`src/rtl/voq_scheduler.sv`:
```
// Virtual-output-queue scheduler for a 4x4 switch.
// Each round visits the four ingresses one per cycle, starting from a rotating
// first ingress, and gives each one at most one free egress. The choice comes
// either from a per-ingress round-robin pointer or from a shared priority list.
module voq_scheduler (
  input  logic        clk,
  input  logic        rst_n,
  input  logic        start,
  input  logic        policy,
  input  logic [7:0]  prio,
  input  logic [15:0] voq_empty,
  output logic        busy,
  output logic        sched_valid,
  output logic [3:0]  sched_grant,
  output logic [7:0]  sched_egress
);

  typedef enum logic [1:0] {IDLE, SCAN, DONE} state_t;

  state_t      state;
  logic [15:0] empty_snap;
  logic        policy_snap;
  logic [7:0]  prio_snap;
  logic [3:0]  picked;
  logic [1:0]  k;
  logic [1:0]  first_ing;
  logic [1:0]  sp [4];

  logic [1:0]  cur_ing;
  logic [3:0]  cur_empty;
  logic [1:0]  sp_cur;
  logic [1:0]  cand0, cand1, cand2, cand3;
  logic        hit;
  logic [1:0]  hit_egress;

  // An egress can be taken only if this ingress has traffic for it and no
  // earlier ingress in the round already claimed it.
  function automatic logic eligible(input logic [1:0] j, input logic [3:0] emp,
                                    input logic [3:0] pk);
    return !emp[j] && !pk[j];
  endfunction

  // Scan order wraps naturally in 2 bits.
  assign cur_ing = first_ing + k;

  // Candidate list for the ingress under scan, then first eligible wins.
  always_comb begin
    cur_empty  = empty_snap[{cur_ing, 2'b00} +: 4];
    sp_cur     = sp[cur_ing];
    cand0      = policy_snap ? prio_snap[7:6] : sp_cur;
    cand1      = policy_snap ? prio_snap[5:4] : sp_cur + 2'd1;
    cand2      = policy_snap ? prio_snap[3:2] : sp_cur + 2'd2;
    cand3      = policy_snap ? prio_snap[1:0] : sp_cur + 2'd3;
    hit        = 1'b1;
    hit_egress = cand0;
    if (eligible(cand0, cur_empty, picked)) begin
      hit_egress = cand0;
    end else if (eligible(cand1, cur_empty, picked)) begin
      hit_egress = cand1;
    end else if (eligible(cand2, cur_empty, picked)) begin
      hit_egress = cand2;
    end else if (eligible(cand3, cur_empty, picked)) begin
      hit_egress = cand3;
    end else begin
      hit        = 1'b0;
      hit_egress = 2'd0;
    end
  end

  // Round inputs are frozen at acceptance so later input changes cannot leak in.
  always_ff @(posedge clk) begin
    if (state == IDLE && start) begin
      empty_snap  <= voq_empty;
      policy_snap <= policy;
      prio_snap   <= prio;
    end
  end

  // Round control, per-ingress results and pointer rotation.
  always_ff @(posedge clk) begin
    if (!rst_n) begin
      state        <= IDLE;
      busy         <= 1'b0;
      sched_valid  <= 1'b0;
      sched_grant  <= 4'd0;
      sched_egress <= 8'd0;
      picked       <= 4'd0;
      k            <= 2'd0;
      first_ing    <= 2'd0;
      for (int i = 0; i < 4; i++) sp[i] <= 2'd0;
    end else begin
      case (state)
        IDLE: begin
          if (start) begin
            picked       <= 4'd0;
            sched_grant  <= 4'd0;
            sched_egress <= 8'd0;
            k            <= 2'd0;
            busy         <= 1'b1;
            state        <= SCAN;
          end
        end
        SCAN: begin
          if (hit) begin
            sched_grant[cur_ing]                  <= 1'b1;
            sched_egress[{cur_ing, 1'b0} +: 2]    <= hit_egress;
            picked[hit_egress]                    <= 1'b1;
          end else begin
            sched_grant[cur_ing]                  <= 1'b0;
            sched_egress[{cur_ing, 1'b0} +: 2]    <= 2'd0;
          end
          k <= k + 2'd1;
          if (k == 2'd3) begin
            sched_valid <= 1'b1;
            state       <= DONE;
          end
        end
        DONE: begin
          sched_valid <= 1'b0;
          busy        <= 1'b0;
          first_ing   <= first_ing + 2'd1;
          for (int i = 0; i < 4; i++) begin
            if (sched_grant[i]) sp[i] <= sched_egress[2*i +: 2] + 2'd1;
          end
          state <= IDLE;
        end
        default: state <= IDLE;
      endcase
    end
  end

endmodule
```
`config.mk`:
```
export PLATFORM = sky130hd
export DESIGN_NAME = voq_scheduler
export DESIGN_NICKNAME = d
export VERILOG_FILES = /design/src/rtl/voq_scheduler.sv
export SDC_FILE = /design/constraint.sdc
export NUM_CORES = 1
export LEC_CHECK = 0
export CORE_ASPECT_RATIO = 1.4
export CORE_MARGIN = 2
export CORE_UTILIZATION = 40
export CTS_BUF_LIST = sky130_fd_sc_hd__clkbuf_16
export CTS_CLUSTER_DIAMETER = 120
export DETAILED_ROUTE_END_ITERATION = 8
export GPL_TIMING_DRIVEN = 0
export PLACE_DENSITY_LB_ADDON = 0.1
export SYNTH_ARGS = -nofsm -noshare
export SYNTH_HDL_FRONTEND = slang
export SYNTH_SLANG_ARGS = --single-unit
```
`constraint.sdc`:
```
create_clock -name clk -period 3.8 [get_ports clk]
set_input_delay 0.38 -clock clk [delete_from_list [all_inputs] [get_ports clk]]
set_output_delay 0.38 -clock clk [all_outputs]
set_load 0.005 [all_outputs]
```
==> results.yml <==
outcome:
  status: "completed"
worst_setup_path:
  crit_path_start_kind: "register"
  critPathArrivalTime_ps: 3860
  crit_top_cell: "mux2i_1"
  critPathTopFamily: "buffers and inverters"
  crit_buf_inv: 5
  crit_path_cell_trace: "ha_1 -> clkbuf_4 -> clkbuf_4 -> inv_1 -> mux2i_1 -> a221oi_2 -> buf_4 -> mux2i_1 -> mux2i_1 -> o41ai_4 -> buf_4 -> nor4b_2 -> nand2b_1 -> a21oi_1"
  slowest_delay_ps: 440
  slowest_stage: "ha_1"
  critPathKind: "reg -> reg"
  crit_fanout: 10
  cp.required_ps: 4040
  end_kind: "register"
timing:
  finalCriticalPeriod_ps: 3610
  slew_headroom_pct: 37.4
  fin_ws_ps: 187
  clock.fmax_mhz: 277
  post-route-period-util_pct: 95.1
  drv_slew: 0
  finalSetupTns_ps: 0
  setup_viol_count_final: 0
  hold_violations: 0
  whs_ps: 458
  worst_pin_slew_ps: 935
  final.setup_skew_ps: 4.56
synthesis:
  ys_seq_elements: 57
  synth-compound-area-share_pct: 14.0
  synthSimpleGateAreaFrac_pct: 13.8
  syn_inst: 272
  seq_area_frac_synth_pct: 49.1
  yosys.area_share.adder_pct: 3.76
  ys.warnings.count: 0
  syn_area_mm2: 0.00300
  ys_async_sr_fraction_pct: 0
  muxShareOfSynthArea_pct: 13.0
  synth_xor_area_share_pct: 3.76
  yosys.cell_types.count: 56
  synth_nets: 309
  avgSynthCellArea_um2: 11.0
  ys.flop_type: "edfxtp_1"
  synth_top_family_by_area: "compound AO/OA/AOI/OAI gates"
  synth-edff-count: 33
route:
  wl_per_cell_um: 17.2
  initialDrtViolationCount: 146
  ant_nets: 0
  detail_route.first_pass.iterations: 4
  via_per_inst: 5.29
  routed_wirelength_mm: 7.40
  num_vias: 2279
  drc: 0
clock_network:
  cts_buffer_depth: 2
  root_buffer: "clkbuf_16"
  numCtsBuffers: 9
  clock_latency_ps: 320
  cts_sinks: 57
  hold_buffers: 0
  cts_tree: "yes"
  path_clk_slew_ps: 50
  cts_max_level: 3
floorplan:
  initial_core_util_pct: 41.0
  core_mm2: 0.00731
  die_area_mm2: 0.00821
  die_y_um: 106
  die_x_um: 77.2
  num_rows: 37
  ios: 42
layout:
  post-route-util_pct: 53.6
  diodes: 0
  drive_gt1_share_pct: 16.2
  syn_to_final_growth_pct: 30.8
  layout.nets: 366
global_routing:
  grt_max_degree: 14
  grt_util_all_layers_pct: 19.2
  grt_first_pass_wirelength_mm: 11.8
  overflow: 0
  first_global_vias: 2423
  antenna_found_initial: 0
power_and_ir_drop:
  leakage_nw: 1.48
  p_per_area_mw_per_mm2: 481
  irDropWorstVdd_mv: 0.265
placed_design:
  post-place-ws_ps: 1.50
  io_buffers: 41
  dp_hpwl_mm: 5.44
  gp_congestion: 0.837
min_path:
  hold_path.class: "reg -> reg"
run:
  maxCapViolCount: 0
stage by stage:
step           area [µm²]  power (mW)  cells
4_1_cts              3880        1.88    428
3_5_place_dp         3560        1.03    412
2_1_floorplan        3000       0.932    272
6_report             3920        1.88    431
3_3_place_gp         3530        1.03    410
5_1_grt              3920        1.95    431
logic make-up after synthesis:
group                    Yosys count
adder cells (fa/ha/maj)            9
AND/OR/NAND/NOR                   88
flip-flops                        57
XOR/XNOR                          11
buffers and inverters             19
multiplexers                      32
AO/OA/AOI/OAI                     56
cell usage after synthesis, drive strengths merged, types with 2 or more instances:
master   number  area share (%)
nor2         31             4.0
nand3         5            0.83
and2          3            0.71
edfxtp       33              33
a21o          2            0.50
a221oi        2            0.79
inv          13             1.7
mux2          9             3.6
or3           2            0.42
xnor2         7             2.0
nor2b         5             1.0
mux2i        22             8.6
o2bb2ai       2            0.79
o21a          2            0.50
buf           3            0.50
nand4         2            0.42
ha            9             3.8
o21ai         9             1.5
o211ai        3            0.75
xor2          3            0.88
nand2        30             3.8
o22ai         4            0.83
and3          2            0.42
a22o          2            0.58
nand2b        3            0.63
dfxtp        24              16
a21oi        18             3.1
o32ai         2             1.1
clkbuf        3            0.38
a22oi         2            0.50
cell usage in the layout, fill, tap and decap left out, drive strengths merged, types with 2 or more instances in the layout:
cell	synthesis	routed
o211ai	3	3
inv	13	15
xor2	3	3
nor2b	5	5
and2	3	3
a21oi	18	18
ha	9	9
o21a	2	2
nand4	2	2
o2bb2ai	2	2
xnor2	7	7
or3	2	2
a22oi	2	2
clkdlybuf4s50	0	41
o32ai	2	2
mux2i	22	22
a21o	2	2
buf	3	6
nand2	30	30
o21ai	9	9
a22o	2	2
nor2	31	31
dfxtp	24	24
clkinvlp	0	2
o22ai	4	4
a221oi	2	2
edfxtp	33	33
clkbuf	3	14
nand3	5	5
nand2b	3	3
and3	2	2
bufinv	0	2
mux2	9	9
final timing paths:
check / from / end / slack (ps) / depth (start not counted)
max: k[0] / sched_egress[1] / 190 / 14
min: sched_valid / sched_valid / 460 / 1
max reg2reg: k[0] / sched_egress[1] / 190 / 14
min reg2reg: sched_valid / sched_valid / 460 / 1
registers in the layout (all words and copies together), names as in the netlist:
| register | cells |
|---|---|
| busy | 1 |
| empty_snap | 16 |
| first_ing | 2 |
| k | 2 |
| picked | 4 |
| policy_snap | 1 |
| prio_snap | 8 |
| sched_egress | 8 |
| sched_grant | 4 |
| sched_valid | 1 |
| sp | 8 |
| state | 2 |
where the power goes:
| part | switching [mW] | leakage, nW | internal, mW |
|---|---|---|---|
| registers | 0.0187 | 0.516 | 0.688 |
| clock network | 0.276 | 0.154 | 0.567 |
| logic | 0.184 | 0.807 | 0.150 |
per-layer routing:
layer	vias up	global-route usage (%)	wire, µm
met2	54	36.1	4240
met3	12	5.35	286
met4	0	8.93	121
li1	1109	-	-
met5	-	0	0
met1	1104	19.3	2750
worst register-to-register path: cells and delay by family, from the launching register on:
family	cells	cell delay (ps)
buffers and inverters	5	1140
muxes	3	790
adders and majority gates	1	440
AOI/OAI and AO/OA	3	430
and+or+nand+nor	2	420
DFF	1	330
repair_timing:
item	CTS	global route
gates resized for setup	1	5
pin swaps	0	2
setup endpoints to repair	4	16
setup buffers	0	3
cell type report:
type	count	area, µm²
Clock buffer	9	225
Multi-Input combinational cell	196	1480
Sequential cell	57	1470
Tap cell	97	121
Inverter	13	51.3
Buffer	6	31.3
Fill cell	692	3400
Clock inverter	7	87.6
Timing Repair Buffer	46	455
No activity file was read; power rests on OpenSTA's default activity.
